==> src/rtl/fetch_unit.sv <==
// -----------------------------------------------------------------------------
// fetch_unit
//
// Instruction fetch stage in front of the single-cycle core. It fetches the
// 32-bit word at the core's pc over a request/response memory handshake. A
// one-entry buffer (tag + data + error flag) holds the last returned word, so
// a pc that is already buffered is never fetched again. While the word for
// the current pc is unavailable, a NOP bubble is presented and instr_valid is
// low, which lets the stall logic freeze architectural state.
//
// Ports
//   clk          rising-edge clock
//   rst          synchronous active-high reset
//   pc           fetch address from the core
//   instruction  word to the core (NOP_INSN when not valid)
//   instr_valid  instruction is the memory word at the current pc
//   fault        pc is misaligned, or its buffered fetch returned an error
//   mem_req      request valid (high exactly while in REQ)
//   mem_addr     request address, constant from REQ entry until WAIT exit
//   mem_ready    memory accepts the request this cycle
//   mem_rvalid   response valid (sampled only in WAIT)
//   mem_rdata    response word
//   mem_rerr     response is an access error, qualified by mem_rvalid
// -----------------------------------------------------------------------------
module fetch_unit #(
    parameter int          ADDR_WIDTH = 64,
    parameter logic [31:0] NOP_INSN   = 32'h00000013
) (
    input  logic                  clk,
    input  logic                  rst,
    input  logic [ADDR_WIDTH-1:0] pc,
    output logic [31:0]           instruction,
    output logic                  instr_valid,
    output logic                  fault,
    output logic                  mem_req,
    output logic [ADDR_WIDTH-1:0] mem_addr,
    input  logic                  mem_ready,
    input  logic                  mem_rvalid,
    input  logic [31:0]           mem_rdata,
    input  logic                  mem_rerr
);

    typedef enum logic [1:0] {
        IDLE = 2'd0,
        REQ  = 2'd1,
        WAIT = 2'd2
    } fetchStateT;

    fetchStateT            state;
    logic                  bufValid;
    logic                  bufErr;
    logic [ADDR_WIDTH-1:0] bufTag;
    logic [31:0]           bufData;
    logic [ADDR_WIDTH-1:0] reqAddr;

    logic hit;
    logic misaligned;

    // Hits are purely combinational, so a buffered pc costs zero cycles.
    assign hit        = bufValid && (bufTag == pc);
    assign misaligned = (pc[1:0] != 2'b00);

    assign instr_valid = hit && !bufErr && !misaligned;
    assign instruction = instr_valid ? bufData : NOP_INSN;
    assign fault       = misaligned || (hit && bufErr);

    // Both request outputs come straight from registers: nothing on the
    // memory side can reach them combinationally.
    assign mem_req  = (state == REQ);
    assign mem_addr = reqAddr;

    // NOTE: every register here is assigned with <= so all of them see the
    // pre-edge values of each other; blocking assignments would make the
    // result depend on statement order.
    always_ff @(posedge clk) begin
        if (rst) begin
            // NOTE: the buffer is a handful of flops, not a RAM, so clearing
            // tag and data as well as the valid bit costs nothing and keeps
            // the post-reset state fully deterministic.
            state    <= IDLE;
            bufValid <= 1'b0;
            bufErr   <= 1'b0;
            bufTag   <= '0;
            bufData  <= '0;
            reqAddr  <= '0;
        end else begin
            case (state)
                IDLE: begin
                    // Misaligned pcs never go to memory; fault stays up
                    // combinationally until the core moves pc.
                    if (!hit && !misaligned) begin
                        reqAddr <= pc;
                        state   <= REQ;
                    end
                end
                REQ: begin
                    // A request is never withdrawn, even if pc moves.
                    if (mem_ready) begin
                        state <= WAIT;
                    end
                end
                WAIT: begin
                    // The response is tagged with the address that was
                    // requested, not the current pc: a redirected pc then
                    // simply misses in IDLE and triggers a fresh request.
                    if (mem_rvalid) begin
                        bufValid <= 1'b1;
                        bufTag   <= reqAddr;
                        bufData  <= mem_rdata;
                        bufErr   <= mem_rerr;
                        state    <= IDLE;
                    end
                end
                default: begin
                    state <= IDLE;
                end
            endcase
        end
    end

endmodule
==> config.mk <==
export PLATFORM = sky130hd
export DESIGN_NAME = fetch_unit
export DESIGN_NICKNAME = d
export VERILOG_FILES = /design/src/rtl/fetch_unit.sv
export SDC_FILE = /design/constraint.sdc
export NUM_CORES = 1
export LEC_CHECK = 0
export BUFFER_PORTS_ARGS = -buffer_cell sky130_fd_sc_hd__buf_4
export CAP_MARGIN = 25
export CELL_PAD_IN_SITES_DETAIL_PLACEMENT = 1
export CELL_PAD_IN_SITES_GLOBAL_PLACEMENT = 1
export CORE_MARGIN = 8
export CORE_UTILIZATION = 38
export DETAILED_ROUTE_END_ITERATION = 8
export PLACE_DENSITY_LB_ADDON = 0.08
export RECOVER_POWER = 50
export SETUP_SLACK_MARGIN = 0.5
export SYNTH_ARGS = -nofsm -noshare
export SYNTH_HDL_FRONTEND = slang
export SYNTH_SLANG_ARGS = --single-unit
export TNS_END_PERCENT = 50
==> constraint.sdc <==
create_clock -name clk -period 3.8 [get_ports clk]
set_input_delay 0.57 -clock clk [delete_from_list [all_inputs] [get_ports clk]]
set_output_delay 0.57 -clock clk [all_outputs]
set_load 0.005 [all_outputs]
Word level (Yosys, flattened, before mapping)
Index checks and enable logic that the tools add are counted.
- word-level logic and storage cells: 31
- input bits: 101
- output and inout bits: 99
- bits in registers: 164
- reductions and logical operators: 14
- multiplexer cells: 5
- equal/unequal tests: 6
- operators by type and width (kind ; number):
    $eq 64x64->1 ; 1
    $mux 32 ; 1
    $mux 2 ; 3
    $pmux 2 s3 ; 1
    $logic_and 1x1->1 ; 5
    $ne 2x2->1 const B ; 2
    $reduce_and 2->1 ; 2
    $logic_not 1->1 ; 3
    $reduce_and 3->1 ; 1
    $eq 2x1->1 const B ; 1
    $eq 2x2->1 const B ; 1
    $logic_not 2->1 ; 1
    $ne 2x1->1 const B ; 1
    $reduce_bool 2->1 ; 1
    $logic_or 1x1->1 ; 1

Longest topological paths before layout
Gate-level depths: netlist of run 1.
- depth in word-level cells: 6
- gate-level depth with buffers: 8
- mapped depth without buffers: 6

Worst setup path before layout of run 1
Ideal clock, no wire load.
- kind: input to output
- start: in pc[58]
- end: out instr_valid
- required time: 3.230 ns
- cell stages on the path: 8
- arrival: 2.526 ns
- setup slack: 0.704 ns
- cells stage by stage: xor2_1 a2111o_1 a2111oi_2 nand2_1 nor4_4 buf_2 buf_4 and2_1
- word-level cells in the longest chain between the ends: 4
- ends and longest elaborated chain (item ; RTL line ; source):
    start: declaration ; 31 ; input logic [ADDR_WIDTH-1:0] pc,
    $eq 64x64->1 ; 60 ; assign hit = bufValid && (bufTag == pc);
    $logic_and 1x1->1 ; 60 ;
    $logic_and 1x1->1 (2 in a row) ; 63 ; assign instr_valid = hit && !bufErr && !misaligned;
    end: declaration ; 33 ; output logic instr_valid,
Every way passes these cells.

==> summary.json, run 1 <==
{
  "floorplan": {
    "floorplan.initialDensity_pct": 38.15,
    "fp-row-count": 53,
    "chipWidth_um": 160.4,
    "design.portCount": 200,
    "die_height_um": 160.4,
    "die_area_mm2": 0.02571,
    "core_region_area_mm2": 0.02076
  },
  "worst_setup_path": {
    "cp_common_cell": "sky130_fd_sc_hd__clkbuf_2",
    "worst_setup_path_start_kind": "input port",
    "worst-r2r-setup-slack_ns": 1.08,
    "cp-endpoint": "mem_addr[53]",
    "worst_path_dominant_cell_family": "buffers and inverters",
    "required_ns": 4.11,
    "ff2ff_path_depth": 7,
    "r2r_end": "mem_addr[53]",
    "worst_ep_arrival_ns": 3.58,
    "worstSetupPathDepth": 5,
    "critPathSlowestCell": "sky130_fd_sc_hd__clkbuf_2",
    "class_of_the_most_critical_setup_path": "input port to flip-flop",
    "critPathBufInv": 2,
    "startpoint_of_the_most_critical_setup_path": "rst",
    "critPathCaptureType": "flip-flop",
    "crit_fanout": 84,
    "r2r-start": "bufTag[17]",
    "worstPathCellList": "clkbuf_2, clkbuf_2, nand3b_1, or4_1, o211ai_1",
    "critical-path-max-stage-delay_ns": 1.37
  },
  "detailed_routing": {
    "detail_route.first_pass.iterations": 7,
    "detail-route-antenna-nets": 0,
    "via_count": 8058,
    "drcViolationCount": 0,
    "route.detailed.wl_per_inst_um": 20.50,
    "number_of_drc_violations_after_detailed_routing_iteration_0": 506,
    "detail_route.vias_per_cell": 5.493,
    "wl_um": 30070
  },
  "placement": {
    "placed_cell_area_mm2": 0.009632,
    "port_buffers": 199,
    "finalWeightedCongestion": 0.8042,
    "hpwlAfterDp_um": 19520,
    "dp.cells": 1430
  },
  "sta": {
    "setup_tns_ns": 0,
    "setup_viol_count_final": 0,
    "timing.fmax_mhz": 305.7,
    "grt_setup_unrepaired": "yes",
    "max_slew.worst_pin.slew_ns": 1.697,
    "hold_viol": 0,
    "finClkSkew_ns": 0.01070,
    "final.min_clock_period_ns": 3.271,
    "timing.max_slew.rel_slack_pct": -13.10,
    "min_period_over_period_pct": 86.09,
    "final-max-slew-violation-count": 242
  },
  "logic_synthesis": {
    "asyncSetResetFlopFracSynth_pct": 0,
    "synth-warning-count": 0,
    "synth-main-ff-cell": "sky130_fd_sc_hd__dfxtp_1",
    "ys_seq_elements": 164,
    "synth_cells": 1026,
    "syn_area_mm2": 0.007919,
    "synth_top_cell_area_share_pct": 41.46,
    "syn-num-nets": 1127,
    "area_contributors_post_synth": "sky130_fd_sc_hd__dfxtp_1, sky130_fd_sc_hd__nand2_1, sky130_fd_sc_hd__a21oi_1",
    "synth-seq-area-share_pct": 41.46,
    "synth.largest_area_cell": "sky130_fd_sc_hd__dfxtp_1",
    "synth_enable_flop_cells": 0,
    "yosys.cell_types.count": 35,
    "postSynthAreaPerCell_um2": 7.718
  },
  "finish": {
    "stdcell_area_mm2": 0.01032,
    "fillers": 2519,
    "num_antenna_cells": 0,
    "area_grow_syn2layout_pct": 30.38,
    "final-instance-count-excl-fill": 1467,
    "layout.cells.most_common": "sky130_fd_sc_hd__nand2_1",
    "layout.nets": 1281,
    "final_layout_size_suffix_gt1_share_pct": 21.56,
    "mostFrequentLayoutCells": "sky130_fd_sc_hd__nand2_1, sky130_fd_sc_hd__dfxtp_1, sky130_fd_sc_hd__buf_4, sky130_fd_sc_hd__a21oi_1, sky130_fd_sc_hd__nand3b_1"
  },
  "clocking": {
    "root_buffer": "sky130_fd_sc_hd__clkbuf_16",
    "clock_path_buffers": 2,
    "clock_latency_on_the_worst_skew_pair_ns": 0.43,
    "cts_buffers": 17,
    "cts_max_level": 4,
    "clk_pin_slew_ns": 0.07,
    "hold_buffers": 0,
    "clock_sinks": 164,
    "cts_tree": "built"
  },
  "power_and_ir_drop": {
    "vdd_drop_max_uv": 324.6,
    "total_leakage_power_nw": 3.684,
    "power_per_cell_area_mw_per_mm2": 391.2
  },
  "global_routing": {
    "via_count_of_the_first_global_routing_pass": 8441,
    "grt_first_pass_wirelength_um": 47650,
    "grt_start_max_net_pins": 85,
    "globalRouteOverflowTotal": 0,
    "grt_antenna_before_repair": 1,
    "grt_use_total_pct": 23.00
  },
  "worst_hold_path": {
    "holdCritPathClass": "input port to flip-flop"
  },
  "run_status": {
    "failed_checks": "max-capacitance violations, max-slew violations",
    "run_status": "finished, violations left"
  },
  "flow_run": {
    "maxCapViolCount": 3
  }
}
[worst reg2reg max path, cell delays in order (launching register included)]
cell	delay, ns
sky130_fd_sc_hd__dfxtp_1	0.32
sky130_fd_sc_hd__nor2b_1	0.14
sky130_fd_sc_hd__a2111o_1	0.44
sky130_fd_sc_hd__nor4_4	0.33
sky130_fd_sc_hd__buf_4	0.65
sky130_fd_sc_hd__nand3b_1	0.24
sky130_fd_sc_hd__or4_1	0.43
sky130_fd_sc_hd__o211ai_1	0.10
[cell families (layout without fill, tap and decap cells)]
family | after synthesis | count (layout) | share of synthesized area [%]
flops | 164 | 164 | 41.46
simple gates | 536 | 536 | 34.51
compound gates | 184 | 184 | 14.82
buf+inv | 106 | 272 | 5.230
xor+xnor | 36 | 36 | 3.982
[sequential cells by signal (all words and copies together), names as in the netlist]
register,cells
bufErr,1
bufTag,64
state,2
bufData,32
bufValid,1
mem_addr,64
[cells in the mapped netlist, types with 2 or more instances]
library cell,n
sky130_fd_sc_hd__nand2_1,320
sky130_fd_sc_hd__dfxtp_1,164
sky130_fd_sc_hd__a21oi_1,100
sky130_fd_sc_hd__clkbuf_1,81
sky130_fd_sc_hd__nand3b_1,66
sky130_fd_sc_hd__or4_1,63
sky130_fd_sc_hd__o211ai_1,62
sky130_fd_sc_hd__and3_1,29
sky130_fd_sc_hd__nor2b_1,28
sky130_fd_sc_hd__xnor2_1,22
sky130_fd_sc_hd__inv_1,15
sky130_fd_sc_hd__xor2_1,14
sky130_fd_sc_hd__a2111o_1,9
sky130_fd_sc_hd__nor4_1,7
sky130_fd_sc_hd__nand2b_1,6
sky130_fd_sc_hd__nand4_1,6
sky130_fd_sc_hd__o22ai_1,5
sky130_fd_sc_hd__buf_1,4
sky130_fd_sc_hd__buf_4,4
sky130_fd_sc_hd__nor2_1,4
sky130_fd_sc_hd__nor3_1,2
sky130_fd_sc_hd__nor4_4,2
[layout make-up]
| type | count | area [µm²] | share of cell area [%] |
|---|---|---|---|
| clock inverter | 11 | 176.4 | 1.709 |
| sequential | 164 | 3283 | 31.80 |
| inverter | 16 | 60.06 | 0.5817 |
| clock buffer | 20 | 456.7 | 4.423 |
| timing repair buffer | 225 | 1679 | 16.26 |
| multi-input combinational | 756 | 4325 | 41.89 |
| tap | 275 | 344.1 | 3.333 |
[where the power goes]
| group | internal [mW] | total [mW] | switching [mW] |
|---|---|---|---|
| clock | 1.14 | 1.88 | 0.742 |
| combinational | 0.171 | 0.358 | 0.187 |
| sequential | 1.76 | 1.80 | 0.0433 |
[worst min-delay path by stage]
stage	cells past startpoint	start	slack (ns)	end
6_report	3	mem_rdata[29]	0.38	bufData[29]
5_1_grt	3	mem_rdata[29]	0.37	bufData[29]
4_1_cts	3	mem_rdata[29]	0.37	bufData[29]
3_5_place_dp	2	bufData[14]	0.45	bufData[14]
3_3_place_gp	2	bufData[31]	0.44	bufData[31]
2_1_floorplan	2	bufData[0]	0.43	bufData[0]
[metrics by stage]
stage	util, %	hold slack [ns]	setup slack, ns	power (mW)
floorplan	-	0.4311	0.7042	1.970
global placement	46.40	0.4417	0.4744	2.203
detailed placement	46.40	0.4476	0.4184	2.207
CTS	50.11	0.3661	0.5722	4.083
global route	49.74	0.3746	0.2617	4.173
finish	49.74	0.3794	0.5288	4.039
[metal layers]
| layer | vias to the layer above | global-route usage (%) | share of wire [%] | routed length [µm] |
|---|---|---|---|---|
| li1 | 3861 | - | - | - |
| met1 | 3918 | 29.18 | 44 | 13270 |
| met2 | 241 | 37.23 | 47 | 14000 |
| met3 | 36 | 6.348 | 7.3 | 2194 |
| met4 | 2 | 7.392 | 2.0 | 595 |
| met5 | - | 0 | 0.037 | 11 |
[repair_timing]
item	in CTS	in global routing
setup endpoints to repair	34	34
resized for setup	11	1
buffers inserted	4	0
pin swaps	7	1
gates cloned	2	0
No activity file was read; power rests on OpenSTA's default activity.
==> inputs of run 2 (changes only) <==
Settings changed: ABC_CLOCK_PERIOD_IN_PS set to 3400, GPL_TIMING_DRIVEN set to 1.
Clock period 3.8 ns to 3.4 ns, I/O delays scaled along.
==> summary.json, run 2 (synthesis gave the netlist of run 1 again) <==
{
  "power_and_ir_drop": {
    "power_per_cell_area_mw_per_mm2": 418.7,
    "total_leakage_power_nw": 3.796,
    "power_report.internal_total_mw": 3.358,
    "fin_total_pwr_mw": 4.446,
    "swShare_pct": 24.47,
    "power_frac_seq_pct": 45.3,
    "combPwrFrac_pct": 9.1,
    "net-switching-power_mw": 1.088,
    "power_frac_clock_pct": 45.6,
    "vdd_drop_max_uv": 300.4
  },
  "clocking": {
    "clock_path_buffers": 2,
    "cts_buffers": 17,
    "cts_tree": "built",
    "clock_latency_on_the_worst_skew_pair_ns": 0.43,
    "clk_pin_slew_ns": 0.07,
    "cts_max_level": 4,
    "clock_sinks": 164,
    "root_buffer": "sky130_fd_sc_hd__clkbuf_16"
  },
  "sta": {
    "worst_hold_slack_ns": 0.3202,
    "final.min_clock_period_ns": 3.337,
    "setup_viol_count_final": 0,
    "hold_viol": 0,
    "post-route-worst-setup-slack_ns": 0.06349,
    "grt_setup_unrepaired": "yes",
    "timing.max_slew.rel_slack_pct": -50.89,
    "timing.fmax_mhz": 299.7,
    "max_slew.worst_pin.slew_ns": 2.263,
    "finClkSkew_ns": 0.01256,
    "setup_tns_ns": 0,
    "min_period_over_period_pct": 98.13,
    "final-max-slew-violation-count": 99
  },
  "placement": {
    "dp.cells": 1436,
    "placed_cell_area_mm2": 0.009717,
    "finalWeightedCongestion": 0.8002,
    "post-place-ws_ns": 0.06025,
    "port_buffers": 199,
    "hpwlAfterDp_um": 19540
  },
  "finish": {
    "final_layout_size_suffix_gt1_share_pct": 23.38,
    "fillers": 2517,
    "area_grow_syn2layout_pct": 34.10,
    "final-instance-count-excl-fill": 1481,
    "final_core_utilization_pct": 51.16,
    "layout.cells.most_common": "sky130_fd_sc_hd__nand2_1",
    "mostFrequentLayoutCells": "sky130_fd_sc_hd__nand2_1, sky130_fd_sc_hd__dfxtp_1, sky130_fd_sc_hd__buf_4, sky130_fd_sc_hd__a21oi_1, sky130_fd_sc_hd__nand3b_1",
    "num_antenna_cells": 0,
    "stdcell_area_mm2": 0.01062,
    "layout.nets": 1294
  },
  "worst_hold_path": {
    "holdCritPathClass": "input port to flip-flop"
  },
  "detailed_routing": {
    "wl_um": 30710,
    "detail_route.vias_per_cell": 5.441,
    "detail-route-antenna-nets": 0,
    "number_of_drc_violations_after_detailed_routing_iteration_0": 367,
    "route.detailed.wl_per_inst_um": 20.73,
    "drcViolationCount": 0,
    "detail_route.first_pass.iterations": 5,
    "via_count": 8058
  },
  "global_routing": {
    "grt_first_pass_wirelength_um": 48440,
    "grt_use_total_pct": 23.43,
    "grt_antenna_before_repair": 0,
    "via_count_of_the_first_global_routing_pass": 8390,
    "globalRouteOverflowTotal": 0,
    "grt_start_max_net_pins": 99
  },
  "worst_setup_path": {
    "required_ns": 2.89,
    "class_of_the_most_critical_setup_path": "flip-flop to output pin",
    "crit_fanout": 5,
    "critPathCaptureType": "output pin",
    "worst_setup_path_start_kind": "flip-flop",
    "worst_ep_arrival_ns": 2.83
  },
  "floorplan": {
    "die_area_mm2": 0.02571,
    "core_region_area_mm2": 0.02076,
    "chipWidth_um": 160.4,
    "design.portCount": 200,
    "floorplan.initialDensity_pct": 38.15,
    "fp-row-count": 53,
    "die_height_um": 160.4
  },
  "run_status": {
    "failed_checks": "max-capacitance violations, max-slew violations",
    "run_status": "finished, violations left"
  },
  "flow_run": {
    "maxCapViolCount": 1
  }
}
run 2: worst paths after layout:
path | start | end | slack, ns | cells past startpoint
max | bufTag[58] | instruction[16] | 0.06 | 10
min | mem_rdata[27] | bufData[27] | 0.32 | 3
max reg2reg | bufTag[58] | mem_addr[53] | 0.62 | 13
min reg2reg | bufData[7] | bufData[7] | 0.45 | 2
run 2: power groups by stage:
stage          Sequential [mW]  Clock (mW)  Combinational (mW)
6_report                  2.01        2.03               0.405
5_1_grt                   2.02        2.15               0.439
4_1_cts                   2.02        2.07               0.418
3_5_place_dp              2.06           0               0.410
3_3_place_gp              2.06           0               0.408
2_1_floorplan             2.05           0               0.154
run 2: final cells by class:
| type | count | area (µm²) | share of cell area (%) |
|---|---|---|---|
| multi-input combinational | 756 | 4370 | 41.16 |
| clock buffer | 21 | 460.4 | 4.336 |
| clock inverter | 11 | 150.1 | 1.414 |
| sequential | 164 | 3291 | 30.99 |
| tap | 275 | 344.1 | 3.240 |
| timing repair buffer | 238 | 1943 | 18.30 |
| inverter | 16 | 60.06 | 0.5656 |
run 2: routing by layer:
| layer | vias up | part of all wire [%] | global-route usage [%] |
|---|---|---|---|
| met5 | - | 0 | 0 |
| met1 | 3917 | 44 | 29.73 |
| li1 | 3891 | - | - |
| met4 | 0 | 2.2 | 7.774 |
| met2 | 214 | 47 | 37.19 |
| met3 | 36 | 6.8 | 7.269 |
run 2: critical path, cell delays in order (launching register included):
cell	delay [ns]
sky130_fd_sc_hd__dfxtp_4	0.36
sky130_fd_sc_hd__xor2_4	0.16
sky130_fd_sc_hd__a2111o_1	0.44
sky130_fd_sc_hd__a2111oi_4	0.34
sky130_fd_sc_hd__nand2_2	0.12
sky130_fd_sc_hd__nor4_4	0.26
sky130_fd_sc_hd__buf_6	0.17
sky130_fd_sc_hd__buf_6	0.13
sky130_fd_sc_hd__buf_12	0.12
sky130_fd_sc_hd__and3_1	0.16
sky130_fd_sc_hd__buf_4	0.11
run 2: what timing repair did:
action	in CTS	in global routing
setup buffers	3	5
endpoints found under the setup margin	34	34
pin swaps	2	6
hold buffers	0	0
resized for setup	21	11
cloned	4	1
